$ cat config.mk
export PLATFORM = sky130hd
export DESIGN_NAME = bitcell_array_ctrl
export DESIGN_NICKNAME = d
export VERILOG_FILES = /design/src/rtl/bitcell_array_ctrl.sv
export SDC_FILE = /design/constraint.sdc
export NUM_CORES = 1
export LEC_CHECK = 0
export CAP_MARGIN = 20
export CORE_ASPECT_RATIO = 0.8
export CORE_UTILIZATION = 41
export DETAILED_ROUTE_END_ITERATION = 8
export PLACE_DENSITY = 0.72
export REMOVE_ABC_BUFFERS = 1
export SYNTH_ARGS = -nofsm -noshare
export SYNTH_HDL_FRONTEND = slang
export SYNTH_SLANG_ARGS = --single-unit
$ cat constraint.sdc
create_clock -name clk -period 1.85 [get_ports clk]
set_clock_uncertainty 0.15 [all_clocks]
set_input_delay 0.2775 -clock clk [delete_from_list [all_inputs] [get_ports clk]]
set_output_delay 0.2775 -clock clk [all_outputs]
set_load 0.02 [all_outputs]
$ cat src/rtl/bitcell_array_ctrl.sv
// bitcell_array_ctrl
//   Sequencer that owns the bitcell array interface. It accepts single-word
//   read/write requests over a valid/ready handshake. Each request walks
//   through SETUP -> STROBE -> (HOLD on writes) -> RESP. Every array-facing
//   signal and every response signal comes straight from a flop, so the
//   array never sees glitches.
//
// Ports
//   clk, rst              clock, asynchronous active-high reset
//   req_valid/req_ready   request handshake
//   req_we/addr/wdata     request: 1 = write, word row, write data
//   rsp_valid/rsp_rdata   one-cycle completion pulse and captured read data
//   cell_sel              one-hot row select to the array
//   cell_rw               shared read/write strobe (1 = write)
//   cell_data             shared column write data
//   cell_out              wired-OR of the column outputs of the selected row
module bitcell_array_ctrl #(
  parameter int ADDR_W   = 2,
  parameter int DATA_W   = 4,
  parameter int WR_PULSE = 1
) (
  input  logic                     clk,
  input  logic                     rst,
  input  logic                     req_valid,
  output logic                     req_ready,
  input  logic                     req_we,
  input  logic [ADDR_W-1:0]        req_addr,
  input  logic [DATA_W-1:0]        req_wdata,
  output logic                     rsp_valid,
  output logic [DATA_W-1:0]        rsp_rdata,
  output logic [(2**ADDR_W)-1:0]   cell_sel,
  output logic                     cell_rw,
  output logic [DATA_W-1:0]        cell_data,
  input  logic [DATA_W-1:0]        cell_out
);

  localparam int ROWS  = 2**ADDR_W;
  // A zero-length write pulse cannot close the latch, so it is stretched to 1.
  localparam int PULSE = (WR_PULSE < 1) ? 1 : WR_PULSE;
  localparam int CNT_W = (PULSE > 1) ? $clog2(PULSE) : 1;

  typedef enum logic [2:0] {
    IDLE,
    SETUP,
    STROBE,
    HOLD,
    RESP
  } state_t;

  state_t              state_q, state_d;
  logic                we_q, we_d;
  logic [ADDR_W-1:0]   addr_q, addr_d;
  logic [DATA_W-1:0]   wdata_q, wdata_d;
  logic [CNT_W-1:0]    cnt_q, cnt_d;

  logic                req_ready_q, req_ready_d;
  logic                rsp_valid_q, rsp_valid_d;
  logic [DATA_W-1:0]   rsp_rdata_q, rsp_rdata_d;
  logic [ROWS-1:0]     cell_sel_q, cell_sel_d;
  logic                cell_rw_q, cell_rw_d;
  logic [DATA_W-1:0]   cell_data_q, cell_data_d;

  // Row decode of the latched address. STROBE is only entered from SETUP,
  // where the address has already been latched.
  logic [ROWS-1:0]     row_hit;

  genvar gi;
  generate
    for (gi = 0; gi < ROWS; gi++) begin : g_row_dec
      assign row_hit[gi] = (addr_q == ADDR_W'(gi));
    end
  endgenerate

  always_comb begin
    state_d     = state_q;
    we_d        = we_q;
    addr_d      = addr_q;
    wdata_d     = wdata_q;
    cnt_d       = cnt_q;
    rsp_rdata_d = rsp_rdata_q;

    case (state_q)
      IDLE: begin
        if (req_valid) begin
          we_d    = req_we;
          addr_d  = req_addr;
          wdata_d = req_wdata;
          state_d = SETUP;
        end
      end
      SETUP: begin
        cnt_d   = CNT_W'(PULSE - 1);
        state_d = STROBE;
      end
      STROBE: begin
        if (we_q) begin
          if (cnt_q == '0) begin
            state_d = HOLD;
          end else begin
            cnt_d = cnt_q - CNT_W'(1);
          end
        end else begin
          // Selected row is driving the columns now; capture on the exit edge.
          rsp_rdata_d = cell_out;
          state_d     = RESP;
        end
      end
      HOLD:    state_d = RESP;
      RESP:    state_d = IDLE;
      default: state_d = IDLE;
    endcase

    // Outputs are decoded from the next state and registered, so every
    // output reflects the state it belongs to with no input-to-output path.
    req_ready_d = (state_d == IDLE);
    rsp_valid_d = (state_d == RESP);
    cell_sel_d  = (state_d == STROBE) ? row_hit : '0;

    cell_rw_d   = 1'b0;
    cell_data_d = '0;
    case (state_d)
      SETUP, STROBE: begin
        cell_rw_d   = we_d;
        cell_data_d = we_d ? wdata_d : '0;
      end
      HOLD: begin
        // Keep write strobe and data stable one cycle after sel drops.
        cell_rw_d   = 1'b1;
        cell_data_d = wdata_d;
      end
      default: begin
        cell_rw_d   = 1'b0;
        cell_data_d = '0;
      end
    endcase
  end

  always_ff @(posedge clk or posedge rst) begin
    if (rst) begin
      state_q     <= IDLE;
      we_q        <= 1'b0;
      addr_q      <= '0;
      wdata_q     <= '0;
      cnt_q       <= '0;
      req_ready_q <= 1'b1;
      rsp_valid_q <= 1'b0;
      rsp_rdata_q <= '0;
      cell_sel_q  <= '0;
      cell_rw_q   <= 1'b0;
      cell_data_q <= '0;
    end else begin
      state_q     <= state_d;
      we_q        <= we_d;
      addr_q      <= addr_d;
      wdata_q     <= wdata_d;
      cnt_q       <= cnt_d;
      req_ready_q <= req_ready_d;
      rsp_valid_q <= rsp_valid_d;
      rsp_rdata_q <= rsp_rdata_d;
      cell_sel_q  <= cell_sel_d;
      cell_rw_q   <= cell_rw_d;
      cell_data_q <= cell_data_d;
    end
  end

  assign req_ready = req_ready_q;
  assign rsp_valid = rsp_valid_q;
  assign rsp_rdata = rsp_rdata_q;
  assign cell_sel  = cell_sel_q;
  assign cell_rw   = cell_rw_q;
  assign cell_data = cell_data_q;

endmodule

=== Word-level counts from Yosys, hierarchy flattened ===
Cells that the tools add are included.

* Eq/ne operators: 11
* Multiplexer cells: 15
* Add/subtract/negate cells: 1
* Bitwise gates (word level): 1
* Reductions and logical operators: 8

{| class="wikitable"
|+ Operator list
! kind !! number
|-
| 4-bit two-way mux || 4
|-
| 3-bit by 2-bit equality test with 1-bit output, second input constant || 4
|-
| 3-bit case mux with 4 select lines || 1
|-
| 3-bit two-way mux || 3
|-
| 4-bit case mux with 2 select lines || 1
|-
| 3-bit by 1-bit equality test with 1-bit output, second input constant || 2
|-
| 3-bit zero test || 2
|-
| 2-bit AND reduction || 3
|-
| 2-bit equality test, second input constant || 2
|-
| 1-bit two-way mux || 4
|-
| 1-bit case mux with 2 select lines || 2
|-
| 3-bit equality test, second input constant || 1
|-
| 2-bit by 1-bit equality test with 1-bit output, second input constant || 1
|-
| 2-bit zero test || 1
|-
| 2-bit inequality test, second input constant || 1
|-
| 2-bit nonzero test || 1
|-
| 2-bit OR reduction || 1
|-
| 1-bit NOT || 1
|-
| 1-bit subtractor, second input constant || 1
|}

* Register bits after elaboration: 26
* Output and inout port bits: 15
* Input bits: 14
* Logic and storage cells: 47

=== Depth between registers and ports, before layout ===
Gate-level depths: netlist (run 1).

* Depth in word-level cells: 6
* Gate-level depth with buffers: 4
* Gate-level depth less buffers: 3

=== Worst setup path after synthesis (run 1) ===
No wires, ideal clock.

* Path type: flip-flop to flip-flop
* Start: register state_q[1]
* End: register cell_data_q[0], in the netlist cell_data[0]
* Path slack: 0.133 ns
* Data arrival time: 1.449 ns
* Clock period less this slack: 1.717 ns
* Required time: 1.582 ns
* Library setup time: 0.118 ns
* Cell stages (with the launch flop): 5
* Buffers on the path: 1
* Cells stage by stage: dfrtp_1 > buf_6 > nor4b_4 > mux2_2 > and2b_1

* Elaborated cells on any way between the ends: 16
* Those cells by class: eq/ne (6); mux (8); reduce/logical (2)

{| class="wikitable"
|+ RTL lines
! element !! line !! text
|-
| start, declared || 50 || <nowiki>state_t state_q, state_d;</nowiki>
|-
| start signal, assigned || 152 || <nowiki>state_q <= state_d;</nowiki>
|-
| 3-bit zero test * || 82 || <nowiki>case (state_q)</nowiki>
|-
| 4-bit two-way mux * || 82 ||
|-
| net wdata_d[0] || 53 || <nowiki>logic [DATA_W-1:0] wdata_q, wdata_d;</nowiki>
|-
| 4-bit two-way mux || 124 || <nowiki>cell_data_d = we_d ? wdata_d : '0;</nowiki>
|-
| 4-bit case mux with 2 select lines * || 121 || <nowiki>case (state_d)</nowiki>
|-
| net cell_data_d[0] || 61 || <nowiki>logic [DATA_W-1:0] cell_data_q, cell_data_d;</nowiki>
|-
| end signal, assigned || 162 || <nowiki>cell_data_q <= cell_data_d;</nowiki>
|-
| end, declared || 61 ||
|}

The timed path passes the listed nets; every way through them passes the cells marked *.
A chain may end at the register's enable or synchronous reset.

=== Worst setup path in the final report (run 1) ===
* Start: register rsp_rdata_q[1], in the netlist rsp_rdata[1]
* End: output port rsp_rdata[1]

{| class="wikitable"
|+ RTL lines
! element !! line !! text
|-
| start, declared || 58 || <nowiki>logic [DATA_W-1:0] rsp_rdata_q, rsp_rdata_d;</nowiki>
|-
| start signal, assigned || 159 || <nowiki>rsp_rdata_q <= rsp_rdata_d;</nowiki>
|-
| end, declared || 30 || <nowiki>output logic [DATA_W-1:0] rsp_rdata,</nowiki>
|}

No word-level cell between the ends.

==> results of run 1 <==
## logic make-up after synthesis
logic type,share of synthesized area
buf+inv,0.03201
flops,0.6415
mux,0.1472
simple gates,0.1639
compound gates,0.01536
## synth_stat cells
cell	count	share of area
and2b_1	4	0.031
or2_2	1	0.0064
nor2_1	3	0.012
nand2b_1	1	0.0064
mux2i_1	2	0.020
inv_1	2	0.0077
nor3_1	2	0.010
buf_6	1	0.012
nor4b_2	1	0.015
and3_1	1	0.0064
buf_2	1	0.0051
nor3b_1	4	0.031
a21oi_1	1	0.0051
mux2_2	11	0.13
nor4b_4	1	0.024
nand2_1	2	0.0077
dfstp_2	1	0.027
nand3b_1	1	0.0077
buf_4	1	0.0077
a221o_1	1	0.010
dfrtp_1	24	0.61
nor2b_1	1	0.0064
## metal layers
layer,track usage,wire (µm)
met4,0.02927,4
met2,0.2494,731
met1,0.1868,739
met3,0.07386,117
met5,0,0
## placed cells by master (no fill, tap or decap)
cell type	count
buf_4	6
nor4b_4	1
and3_1	1
mux2_2	11
nor4b_2	1
a221o_1	1
a21oi_1	1
dfstp_2	1
mux2i_1	2
dlygate4sd2_1	1
and2b_1	4
clkdlybuf4s50_1	27
dfrtp_1	24
nor2_1	3
nor2b_1	1
or2_2	1
nor3b_1	4
buf_12	1
inv_1	2
nand2_1	2
nand3b_1	1
nor3_1	2
clkbuf_4	3
clkinv_2	1
nand2b_1	1
## power by group
group / internal, mW / leakage (nW) / switching, mW
Clock: 0.0809 / 0.0177 / 0.155
Sequential: 0.778 / 0.313 / 0.149
Combinational: 0.544 / 0.283 / 0.411
## metrics by stage
step | TNS [ps] | utilization | setup WS (ps)
after CTS | 0 | 0.6177 | 110.6
after global routing | 0 | 0.6177 | 48.17
after floorplan | 0 | - | 116.8
after global placement | -196.8 | 0.6057 | -53.33
after detailed placement | -193.6 | 0.6057 | -53.40
final | 0 | 0.6177 | 126.2
## flip-flops by register name (all words and copies together) (netlist names)
name,cells
rsp_rdata,4
we_q,1
state_q,3
addr_q,2
cell_sel,4
req_ready,1
cell_rw,1
cell_data,4
wdata_q,4
rsp_valid,1
## worst max path at each step
| stage | cells after the start | slack [ps] | endpoint |
|---|---|---|---|
| 6_report | 1 | 130 | rsp_rdata[1] |
| 3_3_place_gp | 5 | -50 | cell_data[3] |
| 2_1_floorplan | 3 | 120 | cell_data[0] |
| 5_1_grt | 1 | 50 | rsp_rdata[1] |
| 3_5_place_dp | 5 | -50 | cell_data[3] |
| 4_1_cts | 1 | 110 | rsp_rdata[1] |
## cell type report
class                      instances  area share
clock buffer                       3     0.01661
sequential                        25      0.4622
inverter                           2    0.005535
timing repair buffer              35      0.2537
multi-input combinational         37      0.2352
clock inverter                     1    0.003690
tap                               25     0.02306
==> impl_metrics.tcl, run 1 <==
set metrics [dict create \
    status "finished, final reports clean" \
    p_total_mw 2.117 \
    register_area_um2 626.9 \
    required_ps 1420 \
    slowest_delay_ps 610 \
    root_buffer "clkbuf_4" \
    reg2reg_depth 4 \
    start_util 0.4450 \
    die_area_mm2 0.002584 \
    place_area_mm2 0.001330 \
    instances_no_fill 128 \
    setup_violations 0 \
    cts.path.max_buffers 2 \
    crit_path_end_kind "output pin" \
    clk_pin_slew_worst_paths_ps 130 \
    row_count 15 \
    worst_pin_slew_ps 381.7 \
    viasPerCell 4.836 \
    hold_ws_ps 64.40 \
    postCtsResizedCells 1 \
    clock-sinks 25 \
    ys_types 22 \
    rsz0062_at_grt "no" \
    cts_tree "done" \
    grt_pass1_vias 631 \
    antenna_found_initial 0 \
    netlist_area_um2 977.2 \
    grt.total_usage 0.1522 \
    final_net_count 118 \
    grt_max_degree 18 \
    grt_first_pass_wirelength_mm 2.891 \
    slew_violations 0 \
    cap_viol_max_count 0 \
    htree_levels 1 \
    drt_iter0_markers 6 \
    io_buffer_count 28 \
    crit_type "reg -> out" \
    num_antenna_cells 0 \
    ys_warn_count 0 \
    dp_hpwl_mm 1.229 \
    r2r_setup_slack_ps 140 \
    clk_latency_ps 320 \
    cp-startpoint "rsp_rdata[1]" \
    drt-total-wl_mm 1.592 \
    drtAntennaViolNets 0 \
    timing.fmax_mhz 580.1 \
    drive_gt1_frac 0.2524 \
    dieHeight_um 45.67 \
    holdBufCountCts 0 \
    core_mm2 0.002196 \
    post_cts_buffers 0 \
    io_pins 29 \
    r2r-end "cell_data[3]" \
    dp_cells 124 \
    fillCellCount 182 \
    post_synth.cell_area_avg_um2 14.58 \
    hold_violations 0 \
    hp-class "in -> async" \
    crit_arrival_ps 1300 \
    cellLeakagePower_nw 0.6138 \
    drc_errors 0 \
    crit_buf_inv 1 \
    fin_area_mm2 0.001356 \
    place_congestion 0.7378 \
    grt_overflow_total 0 \
    drtPass1Iterations 2 \
    path_max_fanout 2 \
    ys_seq_area_frac 0.6415 \
    die_w_um 56.58 \
    powerDensity_mw_per_mm2 1561 \
    worst_setup_path_start_kind "register" \
    cp_top_family "buffers and inverters" \
    slew_headroom 0.7450 \
    fin_crit_sh 0.9318 \
    fin_crit_ps 1724 \
    syn_to_final_growth_pct 38.80 \
    multiInputGateArea_um2 319.1 \
    wl_per_cell_um 12.44 \
    cp_slowest_cell "clkdlybuf4s50_1" \
    worstPathCellList "clkdlybuf4s50_1" \
    rr_startpoint "state_q[0]" \
    cts-buffers-inserted 3 \
    ys_ff_latch 25 \
    synth_cells 67 \
    vias 619 \
    ir_drop_v 0.0008792 \
]
Note: power is estimated with default switching activity, not from simulation.
==> run 2: changes to the inputs <==
Settings changed: CORE_UTILIZATION 41 to 35, PLACE_DENSITY 0.72 to 0.63.
==> run 2 against run 1 <==
Register-to-register slack better by 80 ps. Sequential share of layout area shrank 0.25 points. Combinational power up 4.2%. Routed wire length increased by 1.3%. Clock power is 2% lower. First-iteration DRC count grew 33%. Total power grew 0.48%. Critical path type unchanged. Highest routed layer is now met3.
==> impl_metrics.tcl, run 2 (synthesis results as in run 1) <==
set metrics [dict create \
    num_antenna_cells 0 \
    cts-buffers-inserted 3 \
    fin_area_mm2 0.001364 \
    start_util 0.3844 \
    cp_slowest_cell "clkdlybuf4s50_1" \
    core_mm2 0.002542 \
    final_net_count 119 \
    clk_latency_ps 310 \
    grt_pass1_vias 667 \
    powerDensity_mw_per_mm2 1560 \
    timing.fmax_mhz 586.1 \
    cts_tree "done" \
    dp_hpwl_mm 1.181 \
    path_max_fanout 2 \
    drtPass1Iterations 2 \
    clock-sinks 25 \
    place_congestion 0.7179 \
    final_cell_mix "clkdlybuf4s50_1 (27), dfrtp_1 (24), mux2_2 (11), buf_4 (8)" \
    root_buffer "clkbuf_4" \
    crit_arrival_ps 1280 \
    hold_violations 0 \
    crit_buf_inv 1 \
    vias 632 \
    pwr-share-clk 0.109 \
    grt_max_degree 26 \
    grt_first_pass_wirelength_mm 2.953 \
    final_util 0.5364 \
    fin_crit_sh 0.9222 \
    htree_levels 1 \
    switchingPower_mw 0.7113 \
    die_area_mm2 0.003009 \
    worstPathCellList "clkdlybuf4s50_1" \
    cts.path.max_buffers 2 \
    cp_top_family "buffers and inverters" \
    seq_power_share 0.424 \
    drive_gt1_frac 0.2500 \
    swShare 0.3344 \
    io_pins 29 \
    setup_violations 0 \
    clk_pin_slew_worst_paths_ps 120 \
    place_ws_ps -65.84 \
    wl_per_cell_um 11.52 \
    grt_overflow_total 0 \
    share_comb_of_total_power 0.467 \
    worst_pin_slew_ps 379.3 \
    drt_iter0_markers 8 \
    cellLeakagePower_nw 0.6116 \
    syn_to_final_growth_pct 39.56 \
    io_buffer_count 28 \
    fin_crit_ps 1706 \
    grt.total_usage 0.1339 \
    slowest_delay_ps 610 \
    drtAntennaViolNets 0 \
    place_area_mm2 0.001339 \
    rsz0062_at_grt "no" \
    worst_setup_path_start_kind "register" \
    hp-class "in -> async" \
    crit_type "reg -> out" \
    hold_ws_ps 171.9 \
    p_total_mw 2.127 \
    viasPerCell 4.514 \
    fin_ws_ps 143.9 \
    drt-total-wl_mm 1.613 \
    slew_headroom 0.7466 \
    status "finished, final reports clean" \
    ir_drop_v 0.0005898 \
    p_int_mw 1.416 \
    row_count 16 \
    drc_errors 0 \
    dieHeight_um 49.26 \
    required_ps 1420 \
    antenna_found_initial 0 \
    crit_path_end_kind "output pin" \
    die_w_um 61.08 \
    final_common_cell "clkdlybuf4s50_1" \
    cap_viol_max_count 0 \
    slew_violations 0 \
]
## run 2: changes by cell type in the layout (fill, tap and decap cells not counted), sizes merged
cell,delta
clkbuf,+1
buf,+1
clkinv,-1
## run 2: path summary, 6_finish.rpt
kind	endpoint	slack [ps]	from	cells past startpoint
max	rsp_rdata[3]	140	rsp_rdata[3]	1
min	rsp_rdata[3]	170	rst	3
max reg2reg	cell_data[0]	220	state_q[1]	4
min reg2reg	cell_sel[2]	350	addr_q[0]	1
max in group asynchronous	req_ready	1090	rst	3
min in group clk	cell_sel[2]	350	addr_q[0]	1
## run 2: layer usage
metal  global-route usage  part of all wire  vias to the layer above
met5                    0                 0                        -
met2               0.2047              0.48                       21
met1               0.1701              0.46                      311
met4              0.03030                 0                        0
li1                     -                 -                      300
met3              0.06366             0.067                        0
## run 2: power groups by stage
stage                     combinational (mW)  clock (mW)  sequential [mW]
after floorplan                        0.398           0             1.09
after global placement                 0.988           0            0.914
after detailed placement                1.01           0            0.916
after CTS                               1.01       0.243            0.904
after global routing                    1.09       0.268            0.933
final                                  0.994       0.231            0.902
## run 2: repair_timing
action / CTS / global route
buffers inserted: 0 / 0
gates resized for setup: 1 / 0
endpoints found under the setup margin: 1 / 0
hold buffers: 0 / 0
## run 2: through the flow
| step | setup TNS [ps] | instances |
|---|---|---|
| detailed placement | -236.9 | 136 |
| global route | 0 | 140 |
| floorplan | 0 | 64 |
| CTS | 0 | 140 |
| finish | 0 | 140 |
| global placement | -131.7 | 136 |
## run 2: layout make-up
class | instances | area, µm²
Tap cell | 36 | 45.04
Timing Repair Buffer | 36 | 339.1
Fill cell | 224 | 1179
Clock buffer | 4 | 26.28
Sequential cell | 25 | 626.9
Inverter | 2 | 7.507
Multi-Input combinational cell | 37 | 319.1
